File: src/rtl/metronomo_pkg.sv
// Shared types, default BPM bounds and constant helpers for the metronome beat generator.
//   bpm_t      : 8-bit unsigned BPM value
//   beat_limit : accumulator wrap value, clk_hz * 60 (one beat = LIMIT units of bpm per cycle)
//   acc_width  : accumulator width able to hold LIMIT + bpm_max without overflow
package metronomo_pkg;

  localparam int unsigned BPM_W = 8;

  typedef logic [BPM_W-1:0] bpm_t;

  localparam int unsigned DEF_BPM_MIN     = 30;
  localparam int unsigned DEF_BPM_DEFAULT = 60;
  localparam int unsigned DEF_BPM_MAX     = 240;

  function automatic longint unsigned beat_limit(input longint unsigned clk_hz);
    return clk_hz * 64'd60;
  endfunction

  function automatic int unsigned acc_width(input longint unsigned clk_hz,
                                            input longint unsigned bpm_max);
    return 32'($clog2(beat_limit(clk_hz) + bpm_max + 64'd1));
  endfunction

endpackage

File: src/rtl/metronomo_beat_gen_btn_debounce.sv
// Push-button conditioner: polarity normalise, 2-FF synchroniser, debounce, press edge detect.
//   clk, rst_n     : clock, async active-low reset
//   btn_raw        : asynchronous raw button
//   pressed_pulse  : registered one-cycle pulse on an accepted press (never on release)
//   level          : debounced button state, 1 = pressed
module btn_debounce #(
  parameter int unsigned DB_CYCLES  = 500_000,
  parameter bit          ACTIVE_LOW = 1'b1
) (
  input  logic clk,
  input  logic rst_n,
  input  logic btn_raw,
  output logic pressed_pulse,
  output logic level
);

  localparam int unsigned CNT_W = (DB_CYCLES > 1) ? $clog2(DB_CYCLES) : 1;
  localparam logic [CNT_W-1:0] CNT_LAST = CNT_W'(DB_CYCLES - 1);

  logic             btn_norm;
  logic             sync1_q, sync2_q;
  logic [CNT_W-1:0] cnt_q, cnt_d;
  logic             stable_q, stable_d;
  logic             stable_dly_q;
  logic             pulse_q, pulse_d;

  assign btn_norm = ACTIVE_LOW ? ~btn_raw : btn_raw;

  // Counter runs only while the synchronised level disagrees with the accepted state;
  // any return to agreement restarts the window, so short bounces are discarded.
  always_comb begin
    cnt_d    = '0;
    stable_d = stable_q;
    pulse_d  = stable_q & ~stable_dly_q;
    if (sync2_q != stable_q) begin
      if (cnt_q == CNT_LAST) begin
        stable_d = sync2_q;
      end else begin
        cnt_d = cnt_q + CNT_W'(1);
      end
    end
  end

  always_ff @(posedge clk or negedge rst_n) begin
    if (!rst_n) begin
      sync1_q      <= 1'b0;
      sync2_q      <= 1'b0;
      cnt_q        <= '0;
      stable_q     <= 1'b0;
      stable_dly_q <= 1'b0;
      pulse_q      <= 1'b0;
    end else begin
      sync1_q      <= btn_norm;
      sync2_q      <= sync1_q;
      cnt_q        <= cnt_d;
      stable_q     <= stable_d;
      stable_dly_q <= stable_q;
      pulse_q      <= pulse_d;
    end
  end

  assign pressed_pulse = pulse_q;
  assign level         = stable_q;

endmodule

File: src/rtl/metronomo_beat_gen.sv
// Metronome beat generator: BPM register adjusted by up/down buttons and a phase
// accumulator producing an exact-average beat strobe.
//   clk, rst_n    : clock, async active-low reset
//   btn_up_raw    : raw up button (asynchronous)
//   btn_down_raw  : raw down button (asynchronous)
//   beat_tick     : registered one-cycle beat strobe for the LED rotator
//   bpm           : current BPM for the display
module metronomo_beat_gen
  import metronomo_pkg::*;
#(
  parameter longint unsigned CLK_HZ         = 64'd50_000_000,
  parameter int unsigned     BPM_DEFAULT    = DEF_BPM_DEFAULT,
  parameter int unsigned     BPM_MIN        = DEF_BPM_MIN,
  parameter int unsigned     BPM_MAX        = DEF_BPM_MAX,
  parameter int unsigned     BPM_STEP       = 1,
  parameter int unsigned     DB_CYCLES      = 500_000,
  parameter bit              BTN_ACTIVE_LOW = 1'b1
) (
  input  logic             clk,
  input  logic             rst_n,
  input  logic             btn_up_raw,
  input  logic             btn_down_raw,
  output logic             beat_tick,
  output logic [BPM_W-1:0] bpm
);

  localparam longint unsigned LIMIT  = beat_limit(CLK_HZ);
  localparam int unsigned     ACC_W  = acc_width(CLK_HZ, 64'(BPM_MAX));
  localparam int unsigned     BPMX_W = BPM_W + 1;

  localparam logic [ACC_W-1:0]  LIMIT_W = ACC_W'(LIMIT);
  localparam logic [BPMX_W-1:0] STEP_X  = BPMX_W'(BPM_STEP);
  localparam logic [BPMX_W-1:0] MIN_X   = BPMX_W'(BPM_MIN);
  localparam logic [BPMX_W-1:0] MAX_X   = BPMX_W'(BPM_MAX);

  if (!(BPM_MIN <= BPM_DEFAULT && BPM_DEFAULT <= BPM_MAX && BPM_MAX <= 255 &&
        BPM_STEP >= 1 && BPM_STEP <= 255 && DB_CYCLES >= 2)) begin : g_param_check
    $error("metronomo_beat_gen: illegal BPM/debounce parameters");
  end

  bpm_t              bpm_q, bpm_d;
  logic [ACC_W-1:0]  acc_q, acc_d, sum;
  logic              tick_q, tick_d;
  logic [BPMX_W-1:0] bpm_x, up_sum, dn_diff;
  logic              up_pulse, dn_pulse;
  logic              up_level, dn_level;
  logic              levels_unused;

  btn_debounce #(.DB_CYCLES(DB_CYCLES), .ACTIVE_LOW(BTN_ACTIVE_LOW)) u_db_up (
    .clk           (clk),
    .rst_n         (rst_n),
    .btn_raw       (btn_up_raw),
    .pressed_pulse (up_pulse),
    .level         (up_level)
  );

  btn_debounce #(.DB_CYCLES(DB_CYCLES), .ACTIVE_LOW(BTN_ACTIVE_LOW)) u_db_dn (
    .clk           (clk),
    .rst_n         (rst_n),
    .btn_raw       (btn_down_raw),
    .pressed_pulse (dn_pulse),
    .level         (dn_level)
  );

  // Debounced levels are not needed here; presses are consumed as pulses only.
  assign levels_unused = up_level ^ dn_level;

  // BPM saturating update (one bit wider to catch over/underflow) and beat accumulator.
  always_comb begin
    bpm_d   = bpm_q;
    acc_d   = acc_q;
    tick_d  = 1'b0;
    bpm_x   = {1'b0, bpm_q};
    up_sum  = bpm_x + STEP_X;
    dn_diff = bpm_x - STEP_X;
    sum     = acc_q + ACC_W'(bpm_q);

    if (up_pulse && !dn_pulse) begin
      bpm_d = (up_sum > MAX_X) ? BPM_W'(BPM_MAX) : BPM_W'(up_sum);
    end else if (dn_pulse && !up_pulse) begin
      bpm_d = ((STEP_X > bpm_x) || (dn_diff < MIN_X)) ? BPM_W'(BPM_MIN) : BPM_W'(dn_diff);
    end

    // Carry the remainder past LIMIT so fractional periods average out exactly.
    if (sum >= LIMIT_W) begin
      acc_d  = sum - LIMIT_W;
      tick_d = 1'b1;
    end else begin
      acc_d  = sum;
    end
  end

  always_ff @(posedge clk or negedge rst_n) begin
    if (!rst_n) begin
      bpm_q  <= BPM_W'(BPM_DEFAULT);
      acc_q  <= '0;
      tick_q <= 1'b0;
    end else begin
      bpm_q  <= bpm_d;
      acc_q  <= acc_d;
      tick_q <= tick_d;
    end
  end

  assign beat_tick = tick_q;
  assign bpm       = bpm_q;

endmodule

File: config.mk
export PLATFORM = sky130hd
export DESIGN_NAME = metronomo_beat_gen
export DESIGN_NICKNAME = d
export VERILOG_FILES = /design/src/rtl/metronomo_pkg.sv /design/src/rtl/metronomo_beat_gen_btn_debounce.sv /design/src/rtl/metronomo_beat_gen.sv
export SDC_FILE = /design/constraint.sdc
export NUM_CORES = 1
export LEC_CHECK = 0
export CAP_MARGIN = 25
export CELL_PAD_IN_SITES_DETAIL_PLACEMENT = 1
export CELL_PAD_IN_SITES_GLOBAL_PLACEMENT = 1
export CORE_MARGIN = 10
export CORE_UTILIZATION = 44
export DETAILED_ROUTE_END_ITERATION = 10
export GPL_ROUTABILITY_DRIVEN = 0
export PLACE_DENSITY_LB_ADDON = 0.2
export SLEW_MARGIN = 10
export SYNTH_ARGS = -nofsm -noshare
export SYNTH_HDL_FRONTEND = slang
export SYNTH_SLANG_ARGS = --single-unit
export TNS_END_PERCENT = 50
File: constraint.sdc
create_clock -name clk -period 3.8 [get_ports clk]
set_input_delay 0.76 -clock clk [delete_from_list [all_inputs] [get_ports clk]]
set_output_delay 0.76 -clock clk [all_outputs]
set_load 0.03 [all_outputs]
Word level (Yosys, flattened, before mapping)
Cells that the tools add are included.
Word-level totals
  bits in registers: 89
  output and inout bits: 9
  memory bits (writable): 0
  bits in latches: 0
  bits of input ports: 4
  ROM bits: 0
  memories: 0
  logic and storage cells: 53
Operators by class
  bitwise gates (word level): 6
  equal/unequal tests: 4
  order comparisons: 4
  multiply operators: 0
  div/mod/pow operators: 0
  reductions and logical operators: 8
  add/subtract/negate cells: 6
  multiplexer cells: 10
  shift operators: 0
Operators with widths (number)
  19-bit two-way mux: 4
  19-bit by 1-bit adder with 19-bit output (second input constant): 2
  19-bit equality test (second input constant): 2
  32-bit by 8-bit adder with 32-bit output: 1
  32-bit >= comparator (second input constant): 1
  32-bit two-way mux: 1
  8-bit two-way mux: 4
  32-bit subtractor (second input constant): 1
  8-bit by 1-bit adder with 9-bit output (second input constant): 1
  9-bit by 8-bit greater-than comparator with 1-bit output (second input constant): 1
  9-bit by 5-bit < comparator with 1-bit output (second input constant): 1
  8-bit by 1-bit subtractor with 9-bit output (second input constant): 1
  1-bit by 8-bit greater-than comparator with 1-bit output (first input constant): 1
  1-bit NOT: 4
  2-bit AND reduction: 2
  1-bit AND: 2
  1-bit logical AND: 2
  1-bit logical NOT: 2
  1-bit != test: 2
  2-bit nonzero test: 1
  1-bit logical OR: 1
  1-bit two-way mux: 1

Longest topological paths before layout
  depth after elaboration: 6
  mapped depth: 15
  mapped depth without buffers: 15

By module
From an unflattened synthesis, not the netlist that was laid out.
Unflattened totals
  cells, all modules: 603
  area total of the unflattened synthesis: 5627.9 um2
By module, submodules not included
  metronomo_beat_gen: area each 3348.2 um2, seq. area each 1031.0 um2, times used 1, cells an instance 385
  btn_debounce: area each 1139.8 um2, seq. area each 600.6 um2, times used 2, cells an instance 109

Worst setup path before layout
Ideal clock, no wire load.
  kind: reg-to-reg
  start: reg bpm_q[0] (netlist: bpm[0])
  end: reg acc_q[10]
  clock period less this slack: 3925 ps
  setup slack: -125 ps
  data arrival time: 3800 ps
  setup time: 125 ps
  stages on the path, launching flop included: 14
  required time: 3675 ps
  path buffers: 2
  cell sequence: dfrtp_1 ha_1 fa_1 a211oi_1 o211ai_1 clkbuf_1 nand2_1 a41oi_1 o22a_1 a2111o_1 a311oi_4 o21ai_4 buf_6 mux2_4
Between the ends
  word-level cells in the longest chain between the ends: 3
  elaborated cells between the ends (all ways): 4
  classes of those cells: add/sub: 2; order compare: 1; mux: 1
RTL lines
  start, declared: line metronomo_beat_gen.sv:41  | bpm_t bpm_q, bpm_d;
  start signal, assigned: line metronomo_beat_gen.sv:95  | bpm_q <= BPM_W'(BPM_DEFAULT);
  start signal, assigned: line metronomo_beat_gen.sv:99  | bpm_q <= bpm_d;
  32-bit by 8-bit adder with 32-bit output *: line metronomo_beat_gen.sv:76  | sum = acc_q + ACC_W'(bpm_q);
  32-bit subtractor / 32-bit >= comparator (equally long branches): line metronomo_beat_gen.sv:86, metronomo_beat_gen.sv:85
  32-bit two-way mux *: line metronomo_beat_gen.sv:85  | if (sum >= LIMIT_W) begin
  named net acc_d[10]: line metronomo_beat_gen.sv:42  | logic [ACC_W-1:0] acc_q, acc_d, sum;
  end signal, assigned: line metronomo_beat_gen.sv:96  | acc_q <= '0;
  end signal, assigned: line metronomo_beat_gen.sv:100  | acc_q <= acc_d;
  end, declared: line metronomo_beat_gen.sv:42
The timed path passes the listed nets; every way through them passes the cells marked *.
A chain may end at the register's enable or synchronous reset.

Worst setup path after layout
  start: reg bpm_q[6] (netlist: bpm[6])
  end: reg acc_q[18]
The elaborated chain is that of the path after synthesis.

==> reports/qor.yml <==
clocking:
  clk_path_buf_depth: 2
  cts_buffers: 9
  cts_tree: "yes"
  path_clk_slew_ns: 0.07
  cts.sinks: 89
  clk-insertion-delay-late_ns: 0.35
  cts_hold_buf: 0
  cts-root-buf: "clkbuf_16"
  h-tree-depth: 3
grt:
  grt_use_total: 0.163
  grt_max_degree: 65
  grt_remaining_overflow: 0
  antenna_found_initial: 0
  grt_pass1_vias: 4936
  grt_pass1_wl_mm: 24.2
yosys:
  synth_area_sq_um: 5590
  synth.yosys.seq_area_share: 0.400
  yosysWarningCount: 0
  synth-seq-cells: 89
  yosysTopAreaCell: "dfrtp_1"
  synthesis.nets: 629
  synthCells: 609
  synth_flop_cell: "dfrtp_1"
  ys_types: 75
  avgSynthCellArea_sq_um: 9.17
  synth_edf_count: 0
  async_flop_share: 1.00
  synthTopCellsByArea: "dfrtp_1 (38%), xnor2_1 (6.4%), xor2_1 (6.0%)"
  netlist.area_leader.share: 0.381
critical_path:
  slowest_delay_ns: 0.46
  path_max_fanout: 5
  worst_setup_path_start_kind: "register"
  crit_start: "bpm[6]"
  critPathKind: "register to register"
  critical_path.slowest_cell: "or3_4"
  path_cells: "ha_1 -> nand4_1 -> or3_4 -> buf_4 -> a211oi_2 -> mux2_1 -> and2_1 -> a311oi_4 -> buf_6 -> o2111ai_2 -> mux2i_1 -> xor2_1"
  worst_ep_required_time_ns: 4.06
  cp-end-kind: "register"
  arrival_ns: 3.90
  crit-reg2reg-launch: "bpm[6]"
floorplanning:
  core_area_sq_um: 12500
  die_h_microns: 133
  start_util: 0.446
  io_pins: 13
  rows: 41
  fp.dieW_microns: 133
  dieArea_sq_um: 17600
cells_and_area:
  stdcell_area_sq_um: 6610
  antenna_cells: 0
  mostFrequentLayoutCell: "dfrtp_1"
  multi_input_area_sq_um: 3270
  syn_to_final_growth_pct: 18.3
  final_cell_mix: "dfrtp_1 (84), nor2_1 (66), buf_4 (46), nand2_1 (45), xnor2_1 (41)"
  fin_cells: 835
  fill_cells: 1466
  register_area_sq_um: 2230
  fin_util: 0.528
  layout.nets: 678
  drive_gt1_frac: 0.172
place:
  dp_hpwl_mm: 10.4
  placed_cell_area_sq_um: 6140
  port_buffers: 12
  place_inst: 814
routing:
  vias: 4699
  wl_per_cell_microns: 17.3
  viasPerCell: 5.63
  drt_iter0_drc: 201
  firstDrtPassIters: 4
  ant_nets: 0
  drcViolationCount: 0
  routed_wl_mm: 14.5
hold_path:
  hold_class: "register to register"
  hp-start: "u_db_up.sync1_q"
sta:
  slew_headroom: 0.453
  report.final.slew_viol_count: 0
  setup_violations: 0
  rsz0062_at_grt: "no"
  min_period_over_period: 0.957
  period_minus_slack_ns: 3.63
  tightest_slew_ns: 0.820
  hold_viol_final: 0
  clock_skew_ns: 0.00717
  hold_ws_ns: 0.350
  max_freq_ghz: 0.275
power:
  power_per_cell_area_nw_per_um2: 286
  cellLeakagePower_uw: 0.00287
  peakVddDrop_mv: 0.301
run_status:
  status: "finished clean"
job:
  drv_cap: 0
==> per-stage QoR <==
step | total power (uW) | TNS [ns] | setup slack, ns
6_report | 1890 | 0 | 0.165
5_1_grt | 1970 | 0 | 0.00960
4_1_cts | 1920 | 0 | 0.0388
3_5_place_dp | 1020 | -0.0492 | -0.0492
3_3_place_gp | 1020 | 0 | 0.0826
2_1_floorplan | 993 | 0 | 0.00431
==> cells in the mapped netlist (2+ instances only) <==
master,number
o32a_1,4
a22o_1,4
nor3_1,8
nand2_1,46
nor4_1,4
dfrtp_1,85
o21ai_0,23
clkbuf_1,16
and3_1,19
nor2b_1,9
a41oi_1,3
or3_1,10
o22a_1,6
o21ai_1,4
a211oi_1,9
a31oi_1,3
xor2_1,38
dfstp_2,4
o211ai_1,7
buf_2,4
o31ai_1,2
buf_6,2
and4_1,6
mux2i_1,3
and2_1,5
a21oi_1,36
inv_1,22
mux2_1,2
ha_1,15
nand2b_1,5
mux2_2,3
nand3_1,33
nor2_1,66
or2_2,5
nand4_1,7
xnor2_1,41
nor4b_1,4
a21boi_1,2
a21o_1,8
==> path summary, 6_finish.rpt <==
kind / slack, ns / depth (start not counted) / endpoint
min in group asynchronous: 0.50 / 1 / bpm[6]
max in group asynchronous: 2.54 / 2 / acc_q[20]
max reg2reg: 0.17 / 12 / acc_q[18]
min reg2reg: 0.35 / 0 / u_db_up.sync2_q
max: 0.17 / 12 / acc_q[18]
min: 0.35 / 0 / u_db_up.sync2_q
==> power breakdown <==
part / switching [uW] / leakage [uW] / internal (uW) / total, uW
clock: 401 / 0.000147 / 489 / 889
combinational: 31.2 / 0.00151 / 10.8 / 42.0
sequential: 6.91 / 0.00121 / 954 / 961
==> final cells by class <==
type                    instances  share of cell area
flip-flops and latches         89               0.338
inverters                      23              0.0131
clock buffers                  11              0.0382
clock inverters                 5             0.00663
well taps                     172              0.0326
repair buffers                 61              0.0770
multi-input cells             474               0.495
==> critical path, delay by kind of cell, from the launching register on <==
family          cells  cell delay (ns)
flops               1             0.40
buf+inv             2             0.33
mux                 2             0.62
xor+xnor            1             0.20
compound gates      3             0.85
fa+ha+maj           1             0.33
simple gates        3             0.82
==> routing by layer <==
metal  GRT usage  vias to the layer above  share of wire
met3      0.0382                       13          0.036
met4      0.0385                        0          0.012
met1       0.205                     2357           0.46
li1            -                     2260              -
met5           0                        -              0
met2       0.278                       69           0.49
==> kinds of logic (layout without fill, tap and decap cells) <==
logic type | after synthesis | after routing | share of synthesized area
muxes | 9 | 9 | 0.0181
AOI/OAI and AO/OA | 133 | 133 | 0.167
and+or+nand+nor | 237 | 237 | 0.220
DFF | 89 | 89 | 0.400
buffers and inverters | 46 | 100 | 0.0345
adders and majority gates | 16 | 16 | 0.0372
xor gates and xnor gates | 79 | 79 | 0.124
==> what timing repair did <==
action                     CTS  global route
pin swaps                    0            12
setup endpoints to repair    2            17
buffers inserted             0             5
resized for setup            4            27
hold endpoints to repair     0             0
==> flip-flops by register name, summed over array words and instances, names as in the netlist, 8 cells and up <==
name,flops
acc_q,32
bpm,8
u_db_up.cnt_q,19
u_db_dn.cnt_q,19
(Power assumes the default switching activity.)
